[src/rtl/core_pkg.sv]
// Shared core definitions: opcodes, instruction field positions and ID/EX bubble values.
// Execute imports the same opcode constants.
package core_pkg;

    localparam int DW    = 16;
    localparam int NREGS = 8;
    localparam int RIW   = 3;

    localparam logic [4:0] OP_ADD    = 5'd0;
    localparam logic [4:0] OP_SUB    = 5'd1;
    localparam logic [4:0] OP_ADDI   = 5'd2;
    localparam logic [4:0] OP_SHLLI  = 5'd3;
    localparam logic [4:0] OP_SHRLI  = 5'd4;
    localparam logic [4:0] OP_JUMP   = 5'd5;
    localparam logic [4:0] OP_JUMPLI = 5'd6;
    localparam logic [4:0] OP_JUMPL  = 5'd7;
    localparam logic [4:0] OP_JUMPG  = 5'd8;
    localparam logic [4:0] OP_JUMPE  = 5'd9;
    localparam logic [4:0] OP_JUMPNE = 5'd10;
    localparam logic [4:0] OP_CMP    = 5'd11;
    localparam logic [4:0] OP_RET    = 5'd12;
    localparam logic [4:0] OP_LOAD   = 5'd13;
    localparam logic [4:0] OP_LOADI  = 5'd14;
    localparam logic [4:0] OP_STORE  = 5'd15;
    localparam logic [4:0] OP_MOV    = 5'd16;
    localparam logic [4:0] OP_MAX    = OP_MOV;

    localparam int OP_MSB  = 15;
    localparam int OP_LSB  = 11;
    localparam int RD_MSB  = 10;
    localparam int RD_LSB  = 8;
    localparam int RS_MSB  = 7;
    localparam int RS_LSB  = 5;
    localparam int IMM_MSB = 4;
    localparam int OFF_MSB = 10;

    typedef struct packed {
        logic           valid;
        logic [4:0]     control;
        logic [DW-1:0]  source;
        logic [DW-1:0]  dest;
        logic [DW-1:0]  imm;
        logic [DW-1:0]  npc;
        logic [RIW-1:0] rd_idx;
        logic           wr_en;
        logic           illegal;
    } id_ex_t;

    localparam id_ex_t ID_EX_BUBBLE = '{
        valid:   1'b0,
        control: OP_ADD,
        source:  '0,
        dest:    '0,
        imm:     '0,
        npc:     '0,
        rd_idx:  '0,
        wr_en:   1'b0,
        illegal: 1'b0
    };

endpackage

[src/rtl/decode_stage_if.sv]
// Fetch/writeback/flush inputs and ID/EX outputs of the decode stage.
interface decode_stage_if;
    import core_pkg::*;

    logic           if_valid;
    logic [DW-1:0]  if_instr;
    logic [DW-1:0]  if_npc;
    logic           ex_flush;
    logic           wb_we;
    logic [RIW-1:0] wb_idx;
    logic [DW-1:0]  wb_data;
    logic           stall;
    logic           id_valid;
    logic [4:0]     id_control;
    logic [DW-1:0]  id_source;
    logic [DW-1:0]  id_dest;
    logic [DW-1:0]  id_imm;
    logic [DW-1:0]  id_npc;
    logic [RIW-1:0] id_rd_idx;
    logic           id_wr_en;
    logic           id_illegal;

    modport master (
        output if_valid, if_instr, if_npc, ex_flush, wb_we, wb_idx, wb_data,
        input  stall, id_valid, id_control, id_source, id_dest, id_imm, id_npc,
               id_rd_idx, id_wr_en, id_illegal
    );

    modport slave (
        input  if_valid, if_instr, if_npc, ex_flush, wb_we, wb_idx, wb_data,
        output stall, id_valid, id_control, id_source, id_dest, id_imm, id_npc,
               id_rd_idx, id_wr_en, id_illegal
    );
endinterface

[src/rtl/regfile_8x16.sv]
// 8x16 flop register file, one write port, two combinational read ports.
// A same-cycle write is forwarded to the readers.
module regfile_8x16
    import core_pkg::*;
(
    input  logic           clk,
    input  logic           rst,
    input  logic           we_i,
    input  logic [RIW-1:0] widx_i,
    input  logic [DW-1:0]  wdata_i,
    input  logic [RIW-1:0] ra_i,
    input  logic [RIW-1:0] rb_i,
    output logic [DW-1:0]  ra_data_o,
    output logic [DW-1:0]  rb_data_o
);

    logic [DW-1:0] regs_q [NREGS];

    always_ff @(posedge clk or posedge rst) begin
        if (rst) begin
            for (int i = 0; i < NREGS; i++) regs_q[i] <= '0;
        end else if (we_i) begin
            regs_q[widx_i] <= wdata_i;
        end
    end

    assign ra_data_o = (we_i && widx_i == ra_i) ? wdata_i : regs_q[ra_i];
    assign rb_data_o = (we_i && widx_i == rb_i) ? wdata_i : regs_q[rb_i];

endmodule

[src/rtl/decode_stage.sv]
// ID stage: field split, register read, immediate extension and ID/EX register.
// Owns the one-cycle load-use interlock and honours Execute's flush.
module decode_stage
    import core_pkg::*;
(
    input  logic         clk,
    input  logic         rst,
    decode_stage_if.slave bus
);

    logic [4:0]     op;
    logic [RIW-1:0] rd, rs;
    logic [4:0]     imm5;
    logic [10:0]    off11;
    logic [DW-1:0]  rs_data, rd_data;

    logic           uses_rs, uses_rd, wr_en, illegal, stall;
    logic [DW-1:0]  imm;
    id_ex_t         id_ex_d, id_ex_q;

    assign op    = bus.if_instr[OP_MSB:OP_LSB];
    assign rd    = bus.if_instr[RD_MSB:RD_LSB];
    assign rs    = bus.if_instr[RS_MSB:RS_LSB];
    assign imm5  = bus.if_instr[IMM_MSB:0];
    assign off11 = bus.if_instr[OFF_MSB:0];

    regfile_8x16 u_rf (
        .clk       (clk),
        .rst       (rst),
        .we_i      (bus.wb_we),
        .widx_i    (bus.wb_idx),
        .wdata_i   (bus.wb_data),
        .ra_i      (rs),
        .rb_i      (rd),
        .ra_data_o (rs_data),
        .rb_data_o (rd_data)
    );

    always_comb begin
        uses_rs = 1'b0;
        uses_rd = 1'b0;
        wr_en   = 1'b0;
        imm     = '0;
        case (op)
            OP_ADD, OP_SUB: begin
                uses_rs = 1'b1;
                uses_rd = 1'b1;
                wr_en   = 1'b1;
            end
            OP_ADDI, OP_LOAD: begin
                uses_rs = 1'b1;
                wr_en   = 1'b1;
                imm     = {{(DW-5){imm5[4]}}, imm5};
            end
            OP_SHLLI, OP_SHRLI: begin
                uses_rs = 1'b1;
                wr_en   = 1'b1;
                imm     = {{(DW-5){1'b0}}, imm5};
            end
            OP_JUMP, OP_JUMPLI, OP_JUMPL, OP_JUMPG, OP_JUMPE, OP_JUMPNE: begin
                imm = {{(DW-11){off11[10]}}, off11};
            end
            OP_CMP, OP_STORE: begin
                uses_rs = 1'b1;
                uses_rd = 1'b1;
            end
            OP_RET: uses_rd = 1'b1;
            OP_LOADI: begin
                wr_en = 1'b1;
                imm   = {{(DW-5){1'b0}}, imm5};
            end
            OP_MOV: begin
                uses_rd = 1'b1;
                wr_en   = 1'b1;
            end
            default: ;
        endcase
    end

    assign illegal = (op > OP_MAX);

    // Only a LOAD sitting in ID/EX can create a hazard; the bubble it leaves clears the stall.
    assign stall = id_ex_q.valid && (id_ex_q.control == OP_LOAD) && bus.if_valid &&
                   !bus.ex_flush &&
                   ((uses_rs && rs == id_ex_q.rd_idx) || (uses_rd && rd == id_ex_q.rd_idx));

    always_comb begin
        id_ex_d = ID_EX_BUBBLE;
        if (bus.ex_flush || stall || !bus.if_valid) begin
            id_ex_d = ID_EX_BUBBLE;
        end else if (illegal) begin
            id_ex_d.illegal = 1'b1;
        end else begin
            id_ex_d.valid   = 1'b1;
            id_ex_d.control = op;
            id_ex_d.source  = rs_data;
            id_ex_d.dest    = rd_data;
            id_ex_d.imm     = imm;
            id_ex_d.npc     = bus.if_npc;
            id_ex_d.rd_idx  = rd;
            id_ex_d.wr_en   = wr_en;
        end
    end

    always_ff @(posedge clk or posedge rst) begin
        if (rst) id_ex_q <= ID_EX_BUBBLE;
        else     id_ex_q <= id_ex_d;
    end

    assign bus.stall      = stall;
    assign bus.id_valid   = id_ex_q.valid;
    assign bus.id_control = id_ex_q.control;
    assign bus.id_source  = id_ex_q.source;
    assign bus.id_dest    = id_ex_q.dest;
    assign bus.id_imm     = id_ex_q.imm;
    assign bus.id_npc     = id_ex_q.npc;
    assign bus.id_rd_idx  = id_ex_q.rd_idx;
    assign bus.id_wr_en   = id_ex_q.wr_en;
    assign bus.id_illegal = id_ex_q.illegal;

endmodule

[src/flat_wrapper.sv]
// flat-port wrapper written by rule: the top's interface ports become plain ports
module decode_stage_flat import core_pkg::*;
  (clk, rst, bus_if_valid, bus_if_instr, bus_if_npc, bus_ex_flush, bus_wb_we, bus_wb_idx, bus_wb_data, bus_stall, bus_id_valid, bus_id_control, bus_id_source, bus_id_dest, bus_id_imm, bus_id_npc, bus_id_rd_idx, bus_id_wr_en, bus_id_illegal);
  decode_stage_if bus_i ();
  input  logic clk;
  input  logic rst;
  input wire logic [$bits(bus_i.if_valid)-1:0] bus_if_valid;
  input wire logic [$bits(bus_i.if_instr)-1:0] bus_if_instr;
  input wire logic [$bits(bus_i.if_npc)-1:0] bus_if_npc;
  input wire logic [$bits(bus_i.ex_flush)-1:0] bus_ex_flush;
  input wire logic [$bits(bus_i.wb_we)-1:0] bus_wb_we;
  input wire logic [$bits(bus_i.wb_idx)-1:0] bus_wb_idx;
  input wire logic [$bits(bus_i.wb_data)-1:0] bus_wb_data;
  output wire logic [$bits(bus_i.stall)-1:0] bus_stall;
  output wire logic [$bits(bus_i.id_valid)-1:0] bus_id_valid;
  output wire logic [$bits(bus_i.id_control)-1:0] bus_id_control;
  output wire logic [$bits(bus_i.id_source)-1:0] bus_id_source;
  output wire logic [$bits(bus_i.id_dest)-1:0] bus_id_dest;
  output wire logic [$bits(bus_i.id_imm)-1:0] bus_id_imm;
  output wire logic [$bits(bus_i.id_npc)-1:0] bus_id_npc;
  output wire logic [$bits(bus_i.id_rd_idx)-1:0] bus_id_rd_idx;
  output wire logic [$bits(bus_i.id_wr_en)-1:0] bus_id_wr_en;
  output wire logic [$bits(bus_i.id_illegal)-1:0] bus_id_illegal;
  assign bus_i.if_valid = bus_if_valid;
  assign bus_i.if_instr = bus_if_instr;
  assign bus_i.if_npc = bus_if_npc;
  assign bus_i.ex_flush = bus_ex_flush;
  assign bus_i.wb_we = bus_wb_we;
  assign bus_i.wb_idx = bus_wb_idx;
  assign bus_i.wb_data = bus_wb_data;
  assign bus_stall = bus_i.stall;
  assign bus_id_valid = bus_i.id_valid;
  assign bus_id_control = bus_i.id_control;
  assign bus_id_source = bus_i.id_source;
  assign bus_id_dest = bus_i.id_dest;
  assign bus_id_imm = bus_i.id_imm;
  assign bus_id_npc = bus_i.id_npc;
  assign bus_id_rd_idx = bus_i.id_rd_idx;
  assign bus_id_wr_en = bus_i.id_wr_en;
  assign bus_id_illegal = bus_i.id_illegal;
  decode_stage u_core (.clk(clk), .rst(rst), .bus(bus_i));
endmodule
[config.mk]
export PLATFORM = sky130hd
export DESIGN_NAME = decode_stage_flat
export DESIGN_NICKNAME = d
export VERILOG_FILES = /design/src/rtl/core_pkg.sv /design/src/rtl/decode_stage_if.sv /design/src/rtl/regfile_8x16.sv /design/src/rtl/decode_stage.sv /design/src/flat_wrapper.sv
export SDC_FILE = /design/constraint.sdc
export NUM_CORES = 1
export LEC_CHECK = 0
export CAP_MARGIN = 30
export CORE_ASPECT_RATIO = 1.75
export CORE_MARGIN = 5
export CORE_UTILIZATION = 31
export CTS_CLUSTER_SIZE = 8
export DETAILED_ROUTE_END_ITERATION = 12
export HOLD_SLACK_MARGIN = 0.03
export PLACE_DENSITY = 0.48
export SYNTH_ARGS = -nofsm -noshare
export SYNTH_HDL_FRONTEND = slang
export SYNTH_HIERARCHICAL = 1
export SYNTH_SLANG_ARGS = --single-unit
export TNS_END_PERCENT = 1
[constraint.sdc]
create_clock -name clk -period 7 [get_ports clk]
set_input_delay 1.4 -clock clk [delete_from_list [all_inputs] [get_ports clk]]
set_output_delay 1.4 -clock clk [all_outputs]
set_load 0.005 [all_outputs]
# Yosys cells after proc, flatten, opt, wreduce, memory -nomap -nowiden

Cells that the tools add are included.

Register bits after elaboration: 203
Bits of input ports: 56

Equal/unequal tests: 21
Bitwise gates (word level): 3
Reductions and logical operators: 21
Magnitude comparators: 5
Multiplexer cells: 18

Operators by type and width:

| cell                                                                  | count |
|---|---|
| 128-bit bitwise mux                                                   | 1 |
| 16-bit two-way mux                                                    | 7 |
| 16-bit binary-select mux with 3-bit select                            | 2 |
| 75-bit two-way mux                                                    | 1 |
| 74-bit two-way mux                                                    | 1 |
| 16-bit demux with 3-bit select                                        | 1 |
| 16-bit one-hot mux with 3 select lines                                | 1 |
| 5-bit by 4-bit == test with 1-bit output (second input constant)      | 9 |
| 5-bit by 3-bit == test with 1-bit output (second input constant)      | 4 |
| 8-bit OR reduction                                                    | 2 |
| 3-bit == test                                                         | 4 |
| 4-bit greater-or-equal comparator (second input constant)             | 3 |
| 3-bit NOT with 4-bit output                                           | 3 |
| 6-bit OR reduction                                                    | 2 |
| 5-bit by 2-bit == test with 1-bit output (second input constant)      | 2 |
| 1-bit logical AND                                                     | 9 |
| 5-bit by 1-bit == test with 1-bit output (second input constant)      | 1 |
| 5-bit == test (second input constant)                                 | 1 |
| 5-bit > comparator (second input constant)                            | 1 |
| 5-bit zero test                                                       | 1 |
| 4-bit by 1-bit < comparator with 1-bit output (second input constant) | 1 |
| 1-bit two-way mux                                                     | 4 |
| 1-bit logical OR                                                      | 3 |
| 3-bit OR reduction                                                    | 1 |
| 2 further kinds                                                       | 3 |

# Depth between registers and ports, before layout

Gate-level depths: netlist of run 1.

Word-level depth: 9
Depth in mapped cells: 7

# Cells and area by module

The synthesis of run 1 kept the hierarchy.

By module, submodules not included:

| module       | instances | cells an instance | area each (µm²) |
|---|---|---|---|
| regfile_8x16 | 1         | 453               | 7,478.4 |
| decode_stage | 1         | 211               | 2,817.7 |

# Worst setup path before layout of run 1

OpenSTA, ideal clock, no wires.

Kind: input to output
Start point: input bus_if_instr[13]
End point: output bus_stall
Stages: 6
Arrival time: 2.729 ns
Setup slack: 2.871 ns
Path through: buf_2 -> or2_1 -> a211o_1 -> a211oi_4 -> or2_1 -> buf_2

Cells in the longest elaborated chain, start to end: 6
Elaborated cells on any way between the ends: 18
Those cells by class: eq/ne: 9; mux: 2; reduce/logical: 7

RTL lines:

| what                                                                      | RTL line           | text |
|---|---|---|
| start: declaration                                                        | flat_wrapper.sv:8  | `input wire logic [$bits(bus_i.if_instr)-1:0] bus_if_instr;` |
| 5-bit by 4-bit == test with 1-bit output, or another cell as far along    | decode_stage.sv:44 | `case (op)` |
| 8-bit OR reduction (no source line) or 6-bit OR reduction (tied branches) | -                  |  |
| 1-bit two-way mux                                                         | decode_stage.sv:44 |  |
| 1-bit logical AND                                                         | decode_stage.sv:85 | `((uses_rs && rs == id_ex_q.rd_idx) \|\| (uses_rd && rd == id_ex_q.rd_idx));` |
| 1-bit logical OR *                                                        | decode_stage.sv:85 |  |
| 1-bit logical AND *                                                       | decode_stage.sv:84 | `!bus.ex_flush &&` |
| end: declaration                                                          | flat_wrapper.sv:14 | `output wire logic [$bits(bus_i.stall)-1:0] bus_stall;` |

Every way passes the cells marked *; elsewhere a longest branch is shown, timed or not.

# Worst setup path after layout of run 1

Start point: input bus_if_instr[12]
End point: output bus_stall

Same word-level chain as after synthesis.

==> reports/results.ini, run 1 <==
[synth]
synthMuxAreaShare_pct = 37.1
yosys-top-cells-count = dfrtp_1 (198), mux2_2 (185), mux4_1 (51)
synthAdderAreaFrac_pct = 0
synth_top_area_share_pct = 48.1
syn-num-nets = 720
synth_top_cell_by_area = dfrtp_1
syn_area_per_cell_um2 = 15.5
syn_area_um2 = 10300
async_flop_share_pct = 100
synthFlopType = dfrtp_1
yosysWarnings = 6
ys_top_cells_by_area = dfrtp_1 (48%), mux2_2 (20%), mux4_1 (13%)
synth_edf_count = 0
synth_cells = 664
yosysMostFrequentCell = dfrtp_1
ys_seq_area_share_pct = 48.1
synth_compound_area_share_pct = 1.43
synth_cell_types = 43
ys_ff_latch = 198
synth-xor-area-share_pct = 1.02
synth_top_family_by_area = multiplexers
synthSimpleGateAreaFrac_pct = 8.01

[grt]
antenna_found_initial = 0
grt_pass1_wl_um = 41400
grt_overflow = 0
grt_pass1_vias = 6732
grt_usage_pct = 14.9
grt_max_degree = 66

[critical_path]
arrival_ns = 4.07
crit_top_cell = clkdlybuf4s50_1
required_ns = 5.60
cpMaxStageDelayCell = clkdlybuf4s50_1
cp-end-kind = output port
worstPathCellList = clkdlybuf4s50_1 -> or4_1 -> o31a_2 -> a211oi_4 -> or2_1 -> clkdlybuf4s50_1
worstSetupPathType = input pin to output port
critPathMaxStageDelay_ns = 0.61
ff2ff_path_depth = 6
start_kind = input pin
critPathMaxFanout = 14

[timing]
setup_violations = 0
min_period_ns = 5.47
rsz0062_at_grt = false
relSlewSlack_pct = 44.2
period_share_pct = 78.2
postLayoutSetupSlackWorst_ns = 1.53
drv_slew = 0
worstMarginPinSlew_ns = 0.838
hold_violations = 0
fmax_mhz = 183
fin_tns_setup_ns = 0
finClkSkew_ns = 0.00996

[place]
placement.io_buffers = 131
placed_cell_area_um2 = 11800
dpl_worst_slack_ns = 1.58
gp_congestion = 0.801
hpwl_um = 17100

[die]
die_h_um = 251
fp-row-count = 88
die_w_um = 148
boundaryPins = 132
coreArea_um2 = 32900
dieArea_um2 = 37100
initial_core_util_pct = 31.3

[power_and_ir_drop]
p_clk_share_pct = 31.8
peakVddDrop_v = 0.000166
combPwrFrac_pct = 21.7
leakage_uw = 0.00525
switchingPower_uw = 769
seq_power_share_pct = 46.5
cellPowerDensity_nw_per_um2 = 249
p_int_uw = 2330
swShare_pct = 24.8

[cts]
worst_skew_pair.late_latency_ns = 0.44
clkTransAtPathRegs_ns = 0.06
cts_resized = 0
clock_path_buffers = 2
cts-htree-levels = 4
post_cts_buffers = 0
cts_buffers = 17
cts-root-buf = clkbuf_16
ctsHoldBuffers = 0
numClockSinks = 198
cts_tree = yes

[routing]
drc = 0
antenna_left = 0
vias_per_cell = 5.08
dr.pass1.iters = 4
wl_per_cell_um = 22.9
dr_total_vias = 6014
routed_wl_um = 27100
drtIter0Drc = 213

[cells_and_area]
fin_area_um2 = 12400
fin_util_pct = 37.8
num_antenna_cells = 0
layout-drive-gt1-share_pct = 40.2
fillCellCount = 3036
nNetsFinal = 822
syn_to_final_growth_pct = 20.7

[hold_path]
hold_path_class = flop to flop
hold_depth = 1

[run_status]
status = finished, final reports clean

[flow_run]
cap_violations = 0

-- path summary, 6_finish.rpt --
| check | start | endpoint | slack [ns] |
|---|---|---|---|
| setup / recovery | bus_if_instr[12] | bus_stall | 1.53 |
| hold / removal | u_core/u_rf/regs_q[34] | u_core/u_rf/regs_q[34] | 0.52 |
| setup reg to reg | u_core/bus.id_control[4] | u_core/bus.id_source[7] | 4.71 |
| hold reg to reg | u_core/u_rf/regs_q[34] | u_core/u_rf/regs_q[34] | 0.52 |
| max in group asynchronous | rst | u_core/u_rf/regs_q[43] | 4.12 |
| min in group asynchronous | rst | u_core/bus.id_dest[1] | 1.44 |
-- flip-flops by register name (all words and copies together) (netlist names) --
name / count
u_core/bus.id_control: 5
u_core/bus.id_dest: 16
u_core/bus.id_illegal: 1
u_core/bus.id_imm: 11
u_core/bus.id_npc: 16
u_core/bus.id_rd_idx: 3
u_core/bus.id_source: 16
u_core/bus.id_valid: 1
u_core/bus.id_wr_en: 1
u_core/u_rf/regs_q: 128
-- metrics by stage --
stage          std cells  hold WS (ns)  total power [uW]
2_1_floorplan        664         0.485              1930
3_3_place_gp        1152         0.493              2110
3_5_place_dp        1152         0.505              2150
4_1_cts             1183         0.520              3150
5_1_grt             1183         0.533              3260
6_report            1183         0.516              3090
-- layer usage --
metal	wire length, um	GRT usage (%)	up-vias
met5	0	0	-
li1	-	-	2686
met2	14500	26.7	135
met3	794	2.71	28
met1	11300	17.9	3165
met4	519	4.80	0
-- layout make-up --
type | instances | area [um^2] | share of cell area [%]
Tap cell | 405 | 507 | 4.08
Timing Repair Buffer | 150 | 1440 | 11.6
Clock buffer | 24 | 492 | 3.96
Multi-Input combinational cell | 395 | 4920 | 39.6
Sequential cell | 198 | 4950 | 39.9
Clock inverter | 7 | 95.1 | 0.765
Inverter | 4 | 18.8 | 0.151
-- cell usage in the layout (no fill, tap or decap), drive strengths merged, types with 3 or more instances in the layout --
cell,instances
mux2,192
nand4b,5
mux4,64
clkdlybuf4s50,128
nand2b,4
nand4,4
clkinvlp,4
nor3,13
a21oi,10
nor4,3
dfrtp,198
nand2,4
xnor2,12
inv,3
and2,55
clkbuf,24
buf,22
and3,4
-- cell families after synthesis --
kind of cell           Yosys count
multiplexers                   256
flip-flops                     198
AND/OR/NAND/NOR                108
buffers and inverters           71
AO/OA/AOI/OAI                   19
XOR/XNOR                        12
-- worst max-delay path: cells and delay by family --
family | cells | cell delay (ns)
buf+inv | 2 | 1.18
simple gates | 2 | 0.96
compound gates | 2 | 0.53
-- power by group through the flow --
stage	clock, uW	sequential, uW	combinational (uW)
after floorplan	0	1420	516
after global placement	0	1440	670
after detailed placement	0	1460	684
after CTS	1030	1440	688
after global routing	1070	1460	727
final	984	1440	672
No activity file was read; power rests on OpenSTA's default activity.
==> run 2, diff against run 1 <==
--- a/config.mk
+++ b/config.mk
@@ -12,7 +12,7 @@
 export CTS_CLUSTER_SIZE = 8
 export DETAILED_ROUTE_END_ITERATION = 12
 export HOLD_SLACK_MARGIN = 0.03
-export PLACE_DENSITY = 0.48
+export PLACE_DENSITY = 0.5
 export SYNTH_ARGS = -nofsm -noshare
 export SYNTH_HDL_FRONTEND = slang
 export SYNTH_HIERARCHICAL = 1
==> constraint.sdc (replaced) <==
create_clock -name clk -period 4.5 [get_ports clk]
set_input_delay 0.9 -clock clk [delete_from_list [all_inputs] [get_ports clk]]
set_output_delay 0.9 -clock clk [all_outputs]
set_load 0.005 [all_outputs]
==> run 2 against run 1 <==
Compared with the run above:
- worst hold slack worse by 0.0051 ns
- setup slack worse by 1.2 ns
- utilization is 0.44 points higher
- clock skew is 0.0038 ns lower
- first-iteration DRC count is 18% higher
- register-to-register slack worse by 2.5 ns
- global-route usage is 0.30 points lower
- sequential share of layout area is 0.46 points lower
- die area stayed put
- routed wire length is 1.8% lower
- clock power is 80% higher
- total power is 63% higher
==> reports/results.ini, run 2 (synthesis gave the netlist of run 1 again) <==
[run_status]
status = finished, final reports clean

[place]
placement.io_buffers = 131
gp_congestion = 0.817
hpwl_um = 16900

[critical_path]
crit_top_cell = clkdlybuf4s50_1
rrSetupSlack_ns = 2.18
required_ns = 3.60
critPathMaxFanout = 11
critPathMaxStageDelay_ns = 0.58
r2r_start = u_core/bus.id_control[4]
start_kind = input pin
arrival_ns = 3.23
cp-end-kind = output port
worstPathCellList = clkdlybuf4s50_1 -> or4_1 -> o31a_2 -> a211oi_4 -> or2_1 -> clkdlybuf4s50_1
cpMaxStageDelayCell = or4_1
cp_num_buf_inv = 2
timing.rr.end = u_core/bus.id_source[2]
worstSetupPathType = input pin to output port
ff2ff_path_depth = 6
crit_family = buffers and inverters

[hold_path]
hold_depth = 1
whs_endpoint = u_core/u_rf/regs_q[99]
hold_path_class = flop to flop
min_from = u_core/u_rf/regs_q[99]

[cts]
numClockSinks = 198
clkTransAtPathRegs_ns = 0.06
ctsHoldBuffers = 0
post_cts_buffers = 0
cts_buffers = 17
clock_path_buffers = 2
cts-root-buf = clkbuf_16
worst_skew_pair.late_latency_ns = 0.45
cts-htree-levels = 4
cts_tree = yes
cts_resized = 0

[cells_and_area]
fillCellCount = 3039
regMostFlops = u_core/u_rf/regs_q
final_cell_mix = dfrtp_1 (198), mux2_2 (185), clkdlybuf4s50_1 (128)
fin_util_pct = 38.2
final_common_cell = dfrtp_1
syn_to_final_growth_pct = 22.1
multiInputGateArea_um2 = 4900
seq_area_um2 = 4950
num_antenna_cells = 0
nNetsFinal = 827
largest_reg_flops = 128
layout-drive-gt1-share_pct = 40.9

[die]
dieArea_um2 = 37100
die_w_um = 148
die_h_um = 251
boundaryPins = 132
initial_core_util_pct = 31.3
coreArea_um2 = 32900
fp-row-count = 88

[grt]
grt_busiest_layer = met2
grt.met1_usage_pct = 16.9
grt_max_degree = 66
grt_usage_pct = 14.6
grt_overflow = 0
grt_pass1_wl_um = 40700
grt_pass1_vias = 6624
use_met2_pct = 26.7
antenna_found_initial = 0
grtUsageMet3_pct = 2.92

[routing]
dr.pass1.iters = 5
wl_per_cell_um = 22.4
routed_wl_um = 26600
antenna_left = 0
vias_per_cell = 5.12
drtIter0Drc = 251
drc = 0
dr_total_vias = 6085

[timing]
drv_slew = 0
setup_violations = 0
hold_violations = 0
rsz0062_at_grt = false
worstMarginPinSlew_ns = 0.861
fin_tns_setup_ns = 0
relSlewSlack_pct = 42.6
min_period_ns = 4.13
fmax_mhz = 242
finClkSkew_ns = 0.00617
period_share_pct = 91.9

[power_and_ir_drop]
p_total_uw = 5050
peakVddDrop_v = 0.000287
cellPowerDensity_nw_per_um2 = 402
leakage_uw = 0.00533

[flow_run]
cap_violations = 0

## run 2: cell types whose count changed in the layout (fill, tap and decap cells not counted), sizes merged
cell and delta:
clkinv +1, buf +5, clkinvlp -2, inv +1, clkbuf -3, bufinv +4
## run 2: how the worst max path moves through the flow
stage / start / end / slack [ns] / cells after the start
final: bus_if_instr[15] / bus_stall / 0.37 / 6
after global routing: bus_if_instr[15] / bus_stall / 0.23 / 6
after CTS: bus_if_instr[15] / bus_stall / 0.38 / 6
after detailed placement: bus_if_instr[15] / bus_stall / 0.39 / 6
after global placement: bus_if_instr[15] / bus_stall / 0.44 / 6
after floorplan: rst / u_core/u_rf/regs_q[0] / 0.19 / 1
## run 2: routing by layer
metal  wire (um)  vias up  share of wire (%)
li1            -     2697                  -
met1       10400     3233                 39
met2       14800      133                 56
met3         966       22                3.6
met4         444        0                1.7
met5           0        -                  0
## run 2: area by class of cell
| cell class | instances | area share [%] |
|---|---|---|
| Clock inverter | 11 | 1.73 |
| Timing Repair Buffer | 155 | 12.0 |
| Multi-Input combinational cell | 395 | 39.0 |
| Sequential cell | 198 | 39.4 |
| Clock buffer | 21 | 3.74 |
| Inverter | 4 | 0.149 |
| Tap cell | 405 | 4.03 |
## run 2: metrics by stage
stage / worst slack, ns / std cells / hold WS (ns) / area [um^2]
finish: 0.366 / 1189 / 0.511 / 12600
global route: 0.235 / 1189 / 0.545 / 12600
CTS: 0.377 / 1188 / 0.517 / 12500
detailed placement: 0.386 / 1156 / 0.503 / 11900
global placement: 0.435 / 1156 / 0.494 / 11900
floorplan: 0.187 / 664 / 0.485 / 10300
## run 2: power breakdown
group	total [uW]	switching (uW)	internal [uW]
combinational	1040	354	688
sequential	2240	178	2060
clock	1770	682	1090
